$ cat config.mk
export PLATFORM = sky130hd
export DESIGN_NAME = dmem_arbiter
export DESIGN_NICKNAME = d
export VERILOG_FILES = /design/src/rtl/dmem_arbiter.sv
export SDC_FILE = /design/constraint.sdc
export NUM_CORES = 1
export LEC_CHECK = 0
export ABC_AREA = 1
export CORE_UTILIZATION = 29
export CTS_CLUSTER_DIAMETER = 120
export DETAILED_ROUTE_END_ITERATION = 12
export PLACE_DENSITY = 0.63
export SYNTH_ARGS = -nofsm -noshare
export SYNTH_HDL_FRONTEND = slang
export SYNTH_SLANG_ARGS = --single-unit
$ cat constraint.sdc
create_clock -name clk -period 5.75 [get_ports clk]
set_input_delay 1.15 -clock clk [delete_from_list [all_inputs] [get_ports clk]]
set_output_delay 1.15 -clock clk [all_outputs]
set_load 0.01 [all_outputs]
$ cat src/rtl/dmem_arbiter.sv
// Round-robin arbiter/sequencer sharing one single-ported data memory between CORES requesters.
// Define DMEM_ARB_FIXED_PRIO_EN to replace round-robin with fixed lowest-index-wins priority.
module dmem_arbiter #(
    parameter int unsigned CORES   = 4,
    parameter int unsigned ADDR_W  = 32,
    parameter int unsigned DATA_W  = 32,
    parameter int unsigned MEM_LAT = 2,
    localparam int unsigned OW     = (CORES > 1) ? $clog2(CORES) : 1
) (
    input  logic                     clk,
    input  logic                     rst_n,
    input  logic [CORES-1:0]         i_req,
    input  logic [CORES-1:0]         i_we,
    input  logic [CORES*ADDR_W-1:0]  i_addr,
    input  logic [CORES*DATA_W-1:0]  i_wdata,
    output logic [CORES-1:0]         o_done,
    output logic [DATA_W-1:0]        o_rdata,
    output logic                     o_mem_en,
    output logic                     o_mem_we,
    output logic [ADDR_W-1:0]        o_mem_addr,
    output logic [DATA_W-1:0]        o_mem_wdata,
    input  logic [DATA_W-1:0]        i_mem_rdata,
    output logic                     o_busy,
    output logic [OW-1:0]            o_owner
);

    localparam int unsigned CW = 4;

    localparam logic [1:0] ST_IDLE  = 2'd0;
    localparam logic [1:0] ST_ISSUE = 2'd1;
    localparam logic [1:0] ST_WAIT  = 2'd2;
    localparam logic [1:0] ST_DONE  = 2'd3;

    logic [1:0]        r_state;
    logic [CW-1:0]     r_cnt;
    logic [OW-1:0]     r_owner;
    logic [OW-1:0]     r_last_owner;
    logic [CORES-1:0]  r_done;
    logic [DATA_W-1:0] r_rdata;
    logic              r_mem_en;
    logic              r_mem_we;
    logic [ADDR_W-1:0] r_mem_addr;
    logic [DATA_W-1:0] r_mem_wdata;

    logic              w_grant_vld;
    logic [OW-1:0]     w_grant_idx;

`ifdef DMEM_ARB_FIXED_PRIO_EN
    // Scan downward so the lowest set index is the last (winning) assignment.
    always_comb begin
        w_grant_vld = 1'b0;
        w_grant_idx = '0;
        for (int i = int'(CORES) - 1; i >= 0; i--) begin
            if (i_req[i]) begin
                w_grant_vld = 1'b1;
                w_grant_idx = OW'(i);
            end
        end
    end
`else
    always_comb begin : p_rr_pick
        logic [OW-1:0] idx;
        w_grant_vld = 1'b0;
        w_grant_idx = '0;
        idx         = '0;
        for (int i = 1; i <= int'(CORES); i++) begin
            idx = OW'((int'(r_last_owner) + i) % int'(CORES));
            if (!w_grant_vld && i_req[idx]) begin
                w_grant_vld = 1'b1;
                w_grant_idx = idx;
            end
        end
    end
`endif

    // The mem_* registers double as the latch for the granted request.
    always_ff @(posedge clk or negedge rst_n) begin
        if (!rst_n) begin
            r_state      <= ST_IDLE;
            r_cnt        <= '0;
            r_owner      <= '0;
            r_last_owner <= OW'(CORES - 1);
            r_done       <= '0;
            r_rdata      <= '0;
            r_mem_en     <= 1'b0;
            r_mem_we     <= 1'b0;
            r_mem_addr   <= '0;
            r_mem_wdata  <= '0;
        end else begin
            case (r_state)
                ST_IDLE: begin
                    if (w_grant_vld) begin
                        r_state     <= ST_ISSUE;
                        r_owner     <= w_grant_idx;
                        r_mem_en    <= 1'b1;
                        r_mem_we    <= i_we[w_grant_idx];
                        r_mem_addr  <= i_addr[w_grant_idx*ADDR_W +: ADDR_W];
                        r_mem_wdata <= i_wdata[w_grant_idx*DATA_W +: DATA_W];
                    end
                end
                ST_ISSUE: begin
                    r_mem_en <= 1'b0;
                    r_cnt    <= CW'(MEM_LAT);
                    r_state  <= ST_WAIT;
                end
                ST_WAIT: begin
                    if (r_cnt == CW'(1)) begin
                        r_rdata <= i_mem_rdata;
                        r_done  <= CORES'(1) << r_owner;
                        r_state <= ST_DONE;
                    end else begin
                        r_cnt <= r_cnt - CW'(1);
                    end
                end
                ST_DONE: begin
                    r_done       <= '0;
                    r_last_owner <= r_owner;
                    r_state      <= ST_IDLE;
                end
                default: r_state <= ST_IDLE;
            endcase
        end
    end

    assign o_done      = r_done;
    assign o_rdata     = r_rdata;
    assign o_mem_en    = r_mem_en;
    assign o_mem_we    = r_mem_we;
    assign o_mem_addr  = r_mem_addr;
    assign o_mem_wdata = r_mem_wdata;
    assign o_busy      = (r_state != ST_IDLE);
    assign o_owner     = r_owner;

endmodule
Yosys cells after proc, flatten, opt, wreduce, memory -nomap -nowiden
Cells that the tools add are included.
Storage, ports and cells
  logic and storage cells: 74
  output and inout port bits: 105
  input port bits: 298
  flip-flop bits (word level): 112
Operators by class
  eq/ne operators: 7
  order comparisons: 5
  add/subtract/negate cells: 5
  shifts and indexed selects: 3
  mux-type cells: 27
  reductions and logical operators: 17
Operators with widths (number)
  128-bit by 8-bit variable part select with 32-bit output: 2
  4-bit one-hot mux with 2 select lines: 2
  2-bit by 3-bit less-than comparator with 1-bit output (second input constant): 5
  2-bit 2-to-1 mux: 6
  2-bit AND reduction: 6
  1-bit binary-select mux with 2-bit select: 5
  1-bit 2-to-1 mux: 10
  4-bit 2-to-1 mux: 2
  2-bit one-hot mux with 4 select lines: 1
  2-bit nonzero test: 4
  2-bit inequality test (second input constant): 3
  2-bit by 1-bit adder with 2-bit output (second input constant): 2
  2-bit adder (second input constant): 2
  2-bit equality test (second input constant): 2
  4-bit by 1-bit equality test with 1-bit output (second input constant): 1
  1-bit by 2-bit << shifter with 4-bit output (first input constant): 1
  4-bit by 1-bit subtractor with 4-bit output (second input constant): 1
  1-bit logical AND: 3
  1-bit zero test: 3
  2-bit by 1-bit equality test with 1-bit output (second input constant): 1
  2-bit zero test: 1
  1-bit one-hot mux with 2 select lines: 1

Depth between registers and ports, before layout
  depth in word-level cells: 15
  depth in mapped cells: 17
  gate-level depth less buffers: 14

Worst setup path before layout
OpenSTA, ideal clock, no wires.
  kind: input -> register
  from: input port i_req[3]
  to: register r_mem_addr[12] (netlist: o_mem_addr[12])
  setup time: 0.130 ns
  slack: 3.286 ns
  stages: 12
  arrival: 2.334 ns
  required time: 5.620 ns
  path buffers: 2
  path through: nand2_1 nand2_1 nand2_1 nand2_1 nor2_2 nand3_2 nand3_2 buf_4 buf_2 nand2_1 o211ai_1 nand3_1
Between the ends
  longest elaborated chain between the ends: 13
  elaborated cells on any way between the ends: 24
  those cells by class: 1 x shift; 16 x mux; 7 x reduce/logical
Ends and longest elaborated chain
  start: declaration: line 12  | input logic [CORES-1:0] i_req,
  1-bit binary-select mux with 2-bit select: line 68  | if (!w_grant_vld && i_req[idx]) begin
  1-bit 2-to-1 mux (not written as such): line 68
  1-bit 2-to-1 mux: line 68
  1-bit zero test: line 68
  1-bit logical AND: line 68
  1-bit 2-to-1 mux: line 68
  1-bit zero test: line 68
  1-bit logical AND: line 68
  1-bit 2-to-1 mux: line 68
  1-bit zero test: line 68
  1-bit logical AND: line 68
  2-bit 2-to-1 mux or 1-bit 2-to-1 mux (tied branches): line 68
  128-bit by 8-bit variable part select with 32-bit output or 2-bit AND reduction (tied branches)
  end signal: assignment: line 97  | r_mem_addr <= i_addr[w_grant_idx*ADDR_W +: ADDR_W];
  end: declaration: line 42  | logic [ADDR_W-1:0] r_mem_addr;
Parallel ways exist; a longest one is shown, timed or not. The select of a mux whose other input is x is not followed.
A chain may end at the register's enable or synchronous reset.

Worst setup path in the final report
  from: input port i_req[2]
  to: register r_mem_addr[14] (netlist: o_mem_addr[14])
Same word-level chain as after synthesis.

==> results.json <==
{
  "io_pins": 403,
  "clk_path_buf_depth": 2,
  "worstMarginPinSlew_ps": 1230,
  "synth_nets": 1334,
  "io_buffers": 402,
  "insertion_delay_ps": 360,
  "initial_core_util_pct": 29.7,
  "maxCapViolCount": 0,
  "hold_slack_ps": 473,
  "yosys-top-cells-count": "394 x nand2_1, 186 x inv_1, 110 x dfrtp_1",
  "required_ps": 6040,
  "cts-hold-fix-buffers": 0,
  "antenna_found_initial": 0,
  "routed_wl_um": 26100,
  "synth_area_leaders": "dfrtp_1 39%, nand2_1 21%, inv_1 10%, o211ai_1 9.7%, nand3_1 6.7%",
  "synth_edf_count": 0,
  "clock_skew_ps": 16.4,
  "syn_inst": 1030,
  "cts.sink_count": 112,
  "vias": 7827,
  "reg2reg_from": "r_last_owner[0]",
  "die_w_um": 157,
  "grt_pass1_wl_um": 39800,
  "routed_via_density": 4.57,
  "finalSetupViolations": 0,
  "synthToLayoutAreaGrowth_pct": 64.8,
  "fp.dieArea_um2": 24700,
  "antenna_cells": 0,
  "fp.dieH_um": 157,
  "clkTransAtPathRegs_ps": 80,
  "status": "complete, no violations",
  "yosysUniqueCellTypes": 25,
  "drive_above_1_share_pct": 2.87,
  "nFillCells": 2384,
  "peakVddDrop_mv": 0.744,
  "hp-class": "reg -> reg",
  "drtPass1Iterations": 7,
  "synth_top_area_share_pct": 39.4,
  "dr.first_iter.drc_count": 535,
  "routedWlPerCell_um": 15.2,
  "grt-ovfl-total": 0,
  "mappedNetlistArea_um2": 6990,
  "post-route-period-util_pct": 69.1,
  "grt_max_degree": 161,
  "grt_pass1_vias": 7467,
  "cts_buffers": 9,
  "worstSetupStartpoint": "i_req[2]",
  "fmax_ghz": 0.252,
  "dpl.hpwl_um": 19600,
  "rows": 56,
  "fp.coreArea_um2": 23500,
  "drv_slew": 0,
  "cts_tree": "done",
  "p_leak_nw": 5.68,
  "avgSynthCellArea_um2": 6.79,
  "h-tree-depth": 3,
  "yosysMostFrequentCell": "nand2_1",
  "ys_seq_elements": 112,
  "power_density_nw_per_um2": 545,
  "synth_top_area_cell": "dfrtp_1",
  "cp_max_fo": 45,
  "ys_async_sr_fraction_pct": 100,
  "startpoint_type": "input pin",
  "post-cts-setup-buffers": 0,
  "gp_congestion": 0.875,
  "ant_nets": 0,
  "post-route-min-period_ps": 3970,
  "min_from": "r_cnt[3]",
  "cp.arrival_ps": 4260,
  "slew_headroom_pct": 18.1,
  "grt_setup_unrepaired": "no",
  "worstSetupPathType": "in -> reg",
  "grt_usage_pct": 20.8,
  "cp-end-kind": "flip-flop",
  "ys_seq_area_share_pct": 40.1,
  "finalHoldViolCount": 0,
  "nNetsFinal": 1694,
  "synthFlopType": "dfrtp_1",
  "cts_resized": 0,
  "yosysWarnings": 0,
  "root_buffer": "clkbuf_16",
  "tns_ps": 0,
  "drc_errors": 0
}
==> cells in the final DEF (no fill, tap or decap), types with 3 or more instances in the layout <==
cell type and n:
clkdlybuf4s50_1 401, nand4_1 40, nand2_1 394, inv_1 186, o211ai_1 90, buf_4 11
ha_1 6, a21oi_1 9, o21ai_1 3, dfrtp_1 110, nor2_1 8, o21ai_0 10
nand3_1 94, clkbuf_16 9
==> flip-flops by register name, summed over array words and instances (netlist names) <==
| register | flops |
|---|---|
| o_mem_we | 1 |
| o_done | 4 |
| o_owner | 2 |
| r_last_owner | 2 |
| o_mem_addr | 32 |
| o_mem_en | 1 |
| o_rdata | 32 |
| o_mem_wdata | 32 |
| r_state | 2 |
| r_cnt | 4 |
==> per-stage QoR <==
stage	utilization [%]	power (mW)	setup slack [ps]	instances	instance area [µm²]
5_1_grt	49.0	6.86	1480	1714	11500
3_3_place_gp	47.7	5.63	1410	1698	11200
2_1_floorplan	-	4.06	3290	1030	6990
3_5_place_dp	47.7	5.69	1310	1698	11200
6_report	49.0	6.28	1780	1714	11500
4_1_cts	49.0	6.37	1690	1714	11500
==> final timing paths <==
path | to | slack (ps) | cells after the start
max | o_mem_addr[14] | 1780 | 11
min | r_cnt[3] | 470 | 1
max reg2reg | o_mem_addr[14] | 2440 | 13
min reg2reg | r_cnt[3] | 470 | 1
max in group asynchronous | o_mem_addr[20] | 3650 | 2
min in group asynchronous | o_rdata[25] | 860 | 1
==> report_power, final <==
part	switching, mW	internal, mW
Sequential	0.241	1.21
Combinational	2.49	1.68
Clock	0.339	0.312
==> critical path, cell delays in order <==
cell and delay (ps):
clkdlybuf4s50_1 580, nand2_1 80, nand2_1 120, nand2_1 80, nand2_1 110, inv_1 60, nand3_2 80, nand2_2 460
nor2_4 1120, o211ai_1 220, nand3_1 140
==> cells by family (layout without fill, tap and decap cells) <==
logic type	after synthesis	in the layout	synth area share, %
AO/OA/AOI/OAI	114	114	11.5
XOR/XNOR	1	1	0.125
adder cells (fa/ha/maj)	6	6	1.07
buffers and inverters	254	619	14.5
flip-flops	112	112	40.1
AND/OR/NAND/NOR	543	543	32.7
==> layout make-up <==
class                           count  area, µm²  area share (%)
Timing Repair Buffer              413       4120            35.7
Multi-Input combinational cell    664       3180            27.6
Sequential cell                   112       2810            24.3
Inverter                          190        716            6.21
Tap cell                          319        399            3.46
Clock buffer                        9        225            1.95
Clock inverter                      7       80.1           0.695
==> metal layers <==
| layer | GRT usage, % | share of wire, % | up-vias |
|---|---|---|---|
| met5 | 0 | 0 | - |
| met3 | 6.06 | 8.2 | 43 |
| met1 | 24.9 | 41 | 3502 |
| met4 | 7.07 | 2.7 | 0 |
| met2 | 35.5 | 48 | 304 |
| li1 | - | - | 3978 |
Power figures use the tool's default switching activity.
